<file path="src/rtl/pattern_scan_ctrl_if.sv">
// Handshake/config/status bundle for pattern_scan_ctrl.
// master drives configuration and the bitstream; slave is the controller.
interface pattern_scan_ctrl_if #(
   parameter int MAX_LEN = 8,
   parameter int CNT_W   = 8,
   parameter int LEN_W   = $clog2(MAX_LEN + 1)
);
   logic               cfg_we;
   logic [MAX_LEN-1:0] cfg_pattern;
   logic [LEN_W-1:0]   cfg_len;
   logic               cfg_overlap;
   logic [CNT_W-1:0]   cfg_max_hits;
   logic               start;
   logic               stop;
   logic               bit_valid;
   logic               bit_in;
   logic               match;
   logic [CNT_W-1:0]   match_count;
   logic               busy;
   logic               done;
   logic               cfg_err;

   modport master (
      output cfg_we, cfg_pattern, cfg_len, cfg_overlap, cfg_max_hits,
      output start, stop, bit_valid, bit_in,
      input  match, match_count, busy, done, cfg_err
   );

   modport slave (
      input  cfg_we, cfg_pattern, cfg_len, cfg_overlap, cfg_max_hits,
      input  start, stop, bit_valid, bit_in,
      output match, match_count, busy, done, cfg_err
   );
endinterface

</file>
<file path="src/rtl/pattern_scan_ctrl.sv">
// Run-time configurable serial pattern detector with overlap control and
// a hit limit that parks the controller in DONE.
module pattern_scan_ctrl #(
   parameter int MAX_LEN = 8,
   parameter int CNT_W   = 8
) (
   input logic               clk,
   input logic               rst,
   pattern_scan_ctrl_if.slave bus
);
   localparam int LEN_W = $clog2(MAX_LEN + 1);
   localparam logic [LEN_W-1:0]   FILL_MAX = LEN_W'(MAX_LEN);
   localparam logic [MAX_LEN-1:0] PAT_RST  = MAX_LEN'(4'b1011);
   localparam logic [LEN_W-1:0]   LEN_RST  = LEN_W'(4);

   typedef enum logic [1:0] {IDLE, ARMED, DONE} state_t;

   state_t             state_q, state_d;
   logic [MAX_LEN-1:0] pat_q, pat_d;
   logic [LEN_W-1:0]   len_q, len_d;
   logic               ovl_q, ovl_d;
   logic [CNT_W-1:0]   maxh_q, maxh_d;
   logic [MAX_LEN-1:0] hist_q, hist_d;
   logic [LEN_W-1:0]   fill_q, fill_d;
   logic [CNT_W-1:0]   cnt_q, cnt_d;
   logic               match_q, match_d;
   logic               err_q, err_d;

   logic [MAX_LEN-1:0] mask;
   logic [MAX_LEN-1:0] hist_sh;
   logic [LEN_W-1:0]   fill_inc;
   logic [CNT_W-1:0]   cnt_inc;
   logic               len_ok;
   logic               hit;

   always_comb begin
      mask = '0;
      for (int unsigned i = 0; i < MAX_LEN; i++) begin
         mask[i] = (LEN_W'(i) < len_q);
      end
   end

   // Hit is judged on the post-shift history and post-increment fill count.
   always_comb begin
      hist_sh  = MAX_LEN'({hist_q, bus.bit_in});
      fill_inc = (fill_q == FILL_MAX) ? fill_q : fill_q + 1'b1;
      cnt_inc  = (cnt_q == '1) ? cnt_q : cnt_q + 1'b1;
      len_ok   = (bus.cfg_len != '0) && (bus.cfg_len <= FILL_MAX);
      hit      = (fill_inc >= len_q) && (((hist_sh ^ pat_q) & mask) == '0);
   end

   always_comb begin
      state_d = state_q;
      pat_d   = pat_q;
      len_d   = len_q;
      ovl_d   = ovl_q;
      maxh_d  = maxh_q;
      hist_d  = hist_q;
      fill_d  = fill_q;
      cnt_d   = cnt_q;
      match_d = 1'b0;
      err_d   = 1'b0;
      unique case (state_q)
         IDLE: begin
            if (bus.cfg_we) begin
               if (len_ok) begin
                  pat_d  = bus.cfg_pattern;
                  len_d  = bus.cfg_len;
                  ovl_d  = bus.cfg_overlap;
                  maxh_d = bus.cfg_max_hits;
               end else begin
                  err_d = 1'b1;
               end
            end
            if (bus.start) begin
               state_d = ARMED;
               cnt_d   = '0;
               hist_d  = '0;
               fill_d  = '0;
            end
         end
         ARMED: begin
            if (bus.bit_valid) begin
               hist_d = hist_sh;
               fill_d = fill_inc;
               if (hit) begin
                  match_d = 1'b1;
                  cnt_d   = cnt_inc;
                  if (!ovl_q) fill_d = '0;
                  if ((maxh_q != '0) && (cnt_inc == maxh_q)) state_d = DONE;
               end
            end
            // A hit on the stop cycle is still counted; stop overrides DONE.
            if (bus.stop) state_d = IDLE;
         end
         DONE: begin
            if (bus.start) begin
               state_d = ARMED;
               cnt_d   = '0;
               hist_d  = '0;
               fill_d  = '0;
            end
         end
         default: state_d = IDLE;
      endcase
   end

   always_ff @(posedge clk) begin
      if (rst) begin
         state_q <= IDLE;
         pat_q   <= PAT_RST;
         len_q   <= LEN_RST;
         ovl_q   <= 1'b1;
         maxh_q  <= '0;
         hist_q  <= '0;
         fill_q  <= '0;
         cnt_q   <= '0;
         match_q <= 1'b0;
         err_q   <= 1'b0;
      end else begin
         state_q <= state_d;
         pat_q   <= pat_d;
         len_q   <= len_d;
         ovl_q   <= ovl_d;
         maxh_q  <= maxh_d;
         hist_q  <= hist_d;
         fill_q  <= fill_d;
         cnt_q   <= cnt_d;
         match_q <= match_d;
         err_q   <= err_d;
      end
   end

   assign bus.match       = match_q;
   assign bus.match_count = cnt_q;
   assign bus.busy        = (state_q == ARMED);
   assign bus.done        = (state_q == DONE);
   assign bus.cfg_err     = err_q;
endmodule

</file>
<file path="src/flat_wrapper.sv">
// flat-port wrapper written by rule: the top's interface ports become plain ports
module pattern_scan_ctrl_flat 
#(
   parameter int MAX_LEN = 8,
   parameter int CNT_W   = 8
)
  (clk, rst, bus_cfg_we, bus_cfg_pattern, bus_cfg_len, bus_cfg_overlap, bus_cfg_max_hits, bus_start, bus_stop, bus_bit_valid, bus_bit_in, bus_match, bus_match_count, bus_busy, bus_done, bus_cfg_err);
  pattern_scan_ctrl_if #(.MAX_LEN(MAX_LEN), .CNT_W(CNT_W)) bus_i ();
  input logic clk;
  input logic rst;
  input wire logic [$bits(bus_i.cfg_we)-1:0] bus_cfg_we;
  input wire logic [$bits(bus_i.cfg_pattern)-1:0] bus_cfg_pattern;
  input wire logic [$bits(bus_i.cfg_len)-1:0] bus_cfg_len;
  input wire logic [$bits(bus_i.cfg_overlap)-1:0] bus_cfg_overlap;
  input wire logic [$bits(bus_i.cfg_max_hits)-1:0] bus_cfg_max_hits;
  input wire logic [$bits(bus_i.start)-1:0] bus_start;
  input wire logic [$bits(bus_i.stop)-1:0] bus_stop;
  input wire logic [$bits(bus_i.bit_valid)-1:0] bus_bit_valid;
  input wire logic [$bits(bus_i.bit_in)-1:0] bus_bit_in;
  output wire logic [$bits(bus_i.match)-1:0] bus_match;
  output wire logic [$bits(bus_i.match_count)-1:0] bus_match_count;
  output wire logic [$bits(bus_i.busy)-1:0] bus_busy;
  output wire logic [$bits(bus_i.done)-1:0] bus_done;
  output wire logic [$bits(bus_i.cfg_err)-1:0] bus_cfg_err;
  assign bus_i.cfg_we = bus_cfg_we;
  assign bus_i.cfg_pattern = bus_cfg_pattern;
  assign bus_i.cfg_len = bus_cfg_len;
  assign bus_i.cfg_overlap = bus_cfg_overlap;
  assign bus_i.cfg_max_hits = bus_cfg_max_hits;
  assign bus_i.start = bus_start;
  assign bus_i.stop = bus_stop;
  assign bus_i.bit_valid = bus_bit_valid;
  assign bus_i.bit_in = bus_bit_in;
  assign bus_match = bus_i.match;
  assign bus_match_count = bus_i.match_count;
  assign bus_busy = bus_i.busy;
  assign bus_done = bus_i.done;
  assign bus_cfg_err = bus_i.cfg_err;
  pattern_scan_ctrl #(.MAX_LEN(MAX_LEN), .CNT_W(CNT_W)) u_core (.clk(clk), .rst(rst), .bus(bus_i));
endmodule
</file>
<file path="config.mk">
export PLATFORM = sky130hd
export DESIGN_NAME = pattern_scan_ctrl_flat
export DESIGN_NICKNAME = d
export VERILOG_FILES = /design/src/rtl/pattern_scan_ctrl_if.sv /design/src/rtl/pattern_scan_ctrl.sv /design/src/flat_wrapper.sv
export SDC_FILE = /design/constraint.sdc
export NUM_CORES = 1
export LEC_CHECK = 0
export BUFFER_PORTS_ARGS = -buffer_cell sky130_fd_sc_hd__buf_2
export CORE_AREA = 5 5 83 85
export DETAILED_ROUTE_END_ITERATION = 8
export DIE_AREA = 0 0 88 90
export PLACE_DENSITY = 0.64
export SYNTH_ARGS = -nofsm -noshare
export SYNTH_HDL_FRONTEND = slang
export SYNTH_SLANG_ARGS = --single-unit
</file>
<file path="constraint.sdc">
create_clock -name clk -period 2.8 [get_ports clk]
set_input_delay 0.14 -clock clk [delete_from_list [all_inputs] [get_ports clk]]
set_output_delay 0.14 -clock clk [all_outputs]
set_load 0.03 [all_outputs]
</file>
* Word level (Yosys, flattened, before mapping)
Index checks and enable logic that the tools add are counted.
Word-level totals: flip-flop bits (word level) 44, bits of input ports 28, word-level logic and storage cells 75
Operators by class: $add $sub $neg 2, $lt $le $gt $ge 10, equality and inequality tests 11, mux-type cells 21, bitwise operators 6, reductions and logical operators 15
Operator list (number):
- 2-to-1 mux 8 bit | 4
- 2-to-1 mux 4 bit | 5
- less-than comparator 3 x 4 -> 1 bit, first input constant | 4
- case mux 8 bit (2 select lines) | 1
- case mux 7 bit (2 select lines) | 1
- 2-to-1 mux 2 bit | 5
- adder 8 x 1 -> 8 bit, second input constant | 1
- bitwise AND 8 bit | 1
- == test 8 bit | 1
- == test 8 bit, second input constant | 1
- logical NOT 8 bit | 1
- less-than comparator 1 x 4 -> 1 bit, first input constant | 2
- less-than comparator 2 x 4 -> 1 bit, first input constant | 2
- case mux 4 bit (2 select lines) | 1
- AND reduction 4 bit | 2
- nonzero test 8 bit | 1
- XOR 8 bit | 1
- 2-to-1 mux 7 bit | 1
- != test 3 x 2 -> 1 bit, second input constant | 2
- AND reduction 3 bit | 2
- OR reduction 3 bit | 2
- adder 4 x 1 -> 4 bit, second input constant | 1
- == test 4 bit, second input constant | 1
- greater-or-equal comparator 4 bit | 1
- 14 further kinds | 21

* Logic depth before layout (Yosys ltp)
word-level depth 9, gate-level depth with buffers 12

* Least setup slack after synthesis
OpenSTA, ideal clock, no wires.
path type register -> register, from register u_core.fill_q[0], to register u_core.cnt_q[3], in the netlist u_core.bus.match_count[3], library setup time 0.120 ns, arrival 2.432 ns, path slack 0.248 ns, cell stages (with the launch flop) 13, buffers on the path 1, cell sequence dfxtp_1 > inv_1 > ha_1 > and3b_1 > xnor2_1 > ha_1 > nand2b_1 > a2111o_1 > nand4_1 > a2111o_1 > buf_6 > nor2_1 > a211o_1
On the way: cells in the longest elaborated chain, start to end 6
Ends and longest elaborated chain:
- from (decl) | line pattern_scan_ctrl.sv:24 | logic [LEN_W-1:0] fill_q, fill_d;
- from (signal assigned) | line pattern_scan_ctrl.sv:127 | fill_q <= fill_d;
- adder 4 x 1 -> 4 bit or == test 4 bit (tied branches) | line pattern_scan_ctrl.sv:46 | fill_inc = (fill_q == FILL_MAX) ? fill_q : fill_q + 1'b1;
- 2-to-1 mux 4 bit (*) | line pattern_scan_ctrl.sv:46
- greater-or-equal comparator 4 bit (*) | line pattern_scan_ctrl.sv:49 | hit = (fill_inc >= len_q) && (((hist_sh ^ pat_q) & mask) == '0);
- logical AND 1 bit (*) | line pattern_scan_ctrl.sv:49
- != test 2 x 1 -> 1 bit (no line) (*)
- AND reduction 4 bit (no line) (*)
- to (signal assigned) | line pattern_scan_ctrl.sv:128 | cnt_q <= cnt_d;
- to (decl) | line pattern_scan_ctrl.sv:25 | logic [CNT_W-1:0] cnt_q, cnt_d;
Every way passes the cells marked *; elsewhere a longest branch is shown, timed or not. A chain may end at the register's enable or synchronous reset.

* Worst setup path after layout
from register u_core.fill_q[1], to register u_core.cnt_q[0], in the netlist u_core.bus.match_count[0]
The elaborated chain is that of the path after synthesis.

==> summary.txt <==
Status
  – Status: finished, final reports clean

Yosys
  – Synth Register Bits: between 40 and 50
  – Mapped Avg Cell Area: between 8 and 9 sq um
  – Register area share after synthesis: 0.375
  – Yosys cell types: 55
  – Syn_nets: 320
  – Post-synth top cells: nand2_1 (53), dfxtp_1 (44), a21oi_1 (22)
  – Largest cells by area after synthesis: dfxtp_1 (37%), nand2_1 (8.5%), a21oi_1 (4.7%), ha_1 (3.7%), xor2_1 (3.7%)
  – Synth warnings: 0
  – Synth Flop Type: dfxtp_1
  – Cell accounting for the most synthesized area: dfxtp_1
  – Post-synth EDFFs: 0
  – Ys async rst share: 0
  – Synth Instances: 285
  – Yosys top cell area share: 0.375
  – Count leader, synth: nand2_1
  – Post-synthesis cell area: between 2000 and 2500 sq um

Power and ir drop
  – Logic pwr share: 0.119
  – Psw: between 0.3 and 0.4 mW
  – Power density over the cells: 432 nW/um^2
  – Sw Share: 0.270
  – VDD IR max: approximately 280 uV
  – Pint: between 0.8 and 0.9 mW
  – Seq pwr share: 0.556
  – Pleak: between 1 and 1.5 nW
  – Clk pwr share: 0.325

Worst setup path
  – Setup crit start: u_core.fill_q[1]
  – Worst setup endpoint: u_core.bus.match_count[0]
  – Flop2flop setup slack: around 0.14 ns
  – Worst R2R End: u_core.bus.match_count[0]
  – Worst reg2reg startpoint: u_core.fill_q[1]
  – Data required time at the worst endpoint: around 3 ns
  – Startpoint Class: flip-flop
  – Crit Path Max Fanout: 6
  – Register-to-Register Path Depth: 11
  – Critical Path AT: approximately 2.9 ns
  – CP endpoint kind: flip-flop
  – Critical path class: reg2reg

STA
  – Total negative slack: 0 ns
  – Slew @ Worst Pin: between 1 and 1.5 ns
  – Crit share post-route: 0.951
  – RSZ-0062 raised after global routing: true
  – Worst Setup Slack, final: about 0.14 ns
  – Setup skew after layout: approximately 0.0067 ns
  – Fin. Hold Viols: 0
  – Fmax achieved: 0.375 GHz
  – Pins Over Slew Limit: 0
  – Headroom to the max-slew limit: 0.170
  – Crit path time final: ~2.7 ns
  – Final setup violation count: 0

Die
  – Die X: between 80 and 90 um
  – Chip Height: approximately 90 um
  – Core area: a little over 6000 sq um
  – Initial Util: 0.383
  – Row count: 29
  – I/O pin count: 40
  – Die footprint: between 7000 and 8000 sq um

CTS
  – Clock sinks: 44
  – CTS tree: done
  – Clock Path Buffers: 2
  – Clk Tree Root Cell: clkbuf_8
  – Clock transition at the registers of the reported paths: 0.09 ns
  – Later-pin clock latency in the skew report: approximately 0.3 ns
  – Cts hold-fix bufs: 0
  – Clock buffer count from CTS: 5
  – H-tree lvl count: 2

Placement
  – DP Worst Slack: between 0.002 and 0.003 ns
  – Final Wtd Congestion: ~0.84
  – # port buffers: 39
  – Cell Count Post-Placement: approximately 400
  – Detailed placer's ending HPWL: ~4.5 mm

Global route
  – Largest net degree at the start of global routing: 25
  – GRT Total Usage: 0.154
  – First-pass GRT wire length: approximately 9.9 mm
  – Vias in the first global route: 2,060
  – GRT overflow: 0
  – Initial antenna violation count: 0

Hold path
  – Hold Crit Class: in2reg

Routing
  – Via count: 2,229
  – Drt drc: 0
  – Drt initial violations: 97
  – Antenna Violating Nets Remaining: 0
  – Overall routed net length: between 6 and 7 mm
  – Pre-Repair DR Iteration Count: 4
  – Wire length per cell: approximately 15 um
  – Via/cell ratio: between 5 and 6

Finish
  – Layout cells sized above 1: 0.212
  – Antenna diode count: 0
  – P&R area growth vs syn: 18.1%
  – Final net count: 365
  – Fin cells: 407

Job
  – Max-cap violations: 0
==> cell usage in the layout (no fill, tap or decap), types with 8 or more instances in the layout <==
master,instances
nor2_1,12
nand2_1,53
xor2_1,10
buf_4,9
a21oi_1,22
dfxtp_1,42
nand3_1,10
buf_2,39
o21ai_0,9
nor2b_1,8
inv_1,10
==> layer usage <==
metal  GRT usage  part of all wire  vias to the layer above
li1            -                 -                     1118
met1       0.216              0.48                     1056
met2       0.234              0.47                       48
met3      0.0311             0.041                        7
met4      0.0512             0.013                        0
met5           0                 0                        -
==> sequential cells by signal, summed over array words and instances, names as in the netlist <==
signal and count:
u_core.bus.cfg_err 1, u_core.bus.match 1, u_core.bus.match_count 8, u_core.fill_q 4
u_core.hist_q 7, u_core.len_q 4, u_core.maxh_q 8, u_core.ovl_q 1
u_core.pat_q 8, u_core.state_q 2
==> power by group through the flow <==
stage	sequential (mW)	combinational, mW	clock, mW
5_1_grt	0.670	0.161	0.429
3_3_place_gp	0.680	0.137	0
3_5_place_dp	0.681	0.140	0
2_1_floorplan	0.676	0.0910	0
6_report	0.666	0.142	0.390
4_1_cts	0.666	0.140	0.400
==> through the flow <==
stage	area [sq um]	util	hold slack (ns)	power [mW]
2_1_floorplan	2350	-	0.264	0.767
3_3_place_gp	2650	0.433	0.351	0.817
3_5_place_dp	2650	0.433	0.355	0.820
4_1_cts	2740	0.446	0.0365	1.21
5_1_grt	2770	0.452	0.0322	1.26
6_report	2770	0.452	0.0416	1.20
==> area by class of cell <==
| class | count | area [sq um] |
|---|---|---|
| fillers | 617 | 3360 |
| multi-input cells | 219 | 1410 |
| flip-flops and latches | 44 | 883 |
| repair buffers | 48 | 263 |
| well taps | 77 | 96.3 |
| clock buffers | 5 | 68.8 |
| inverters | 12 | 45.0 |
| clock inverters | 2 | 12.5 |
==> worst min path at each step <==
stage                       start         endpoint  cells after the start
2_1_floorplan  bus_cfg_pattern[0]  u_core.pat_q[0]                      2
3_3_place_gp   bus_cfg_pattern[1]  u_core.pat_q[1]                      3
3_5_place_dp   bus_cfg_pattern[1]  u_core.pat_q[1]                      3
4_1_cts        bus_cfg_pattern[1]  u_core.pat_q[1]                      3
5_1_grt        bus_cfg_pattern[1]  u_core.pat_q[1]                      3
6_report       bus_cfg_pattern[1]  u_core.pat_q[1]                      3
==> worst max-delay path, stage by stage (launching register included) <==
cell and delay (ns):
dfxtp_2 0.35, inv_1 0.05, ha_2 0.16, and3b_2 0.24, xnor2_2 0.14, ha_1 0.27, nand2b_1 0.09, a2111o_1 0.12
nand4_1 0.17, a2111o_2 0.54, or3_1 0.39, o21ai_1 0.07
==> cells by family (layout without fill, tap and decap cells) <==
family / count (synthesis) / after routing / share of synthesized area
muxes: 3 / 3 / 0.0128
AOI/OAI and AO/OA: 73 / 74 / 0.221
adders and majority gates: 7 / 7 / 0.0373
xor gates and xnor gates: 17 / 17 / 0.0634
and+or+nand+nor: 118 / 118 / 0.251
DFF: 44 / 44 / 0.375
buffers and inverters: 23 / 67 / 0.0399
==> repair_timing <==
action                     4_1_cts  5_1_grt
gates resized for setup          1        8
setup endpoints to repair        1        6
gates cloned                     0        1
pin swaps                        0        3
buffers inserted                 0        1
(Power assumes the default switching activity.)
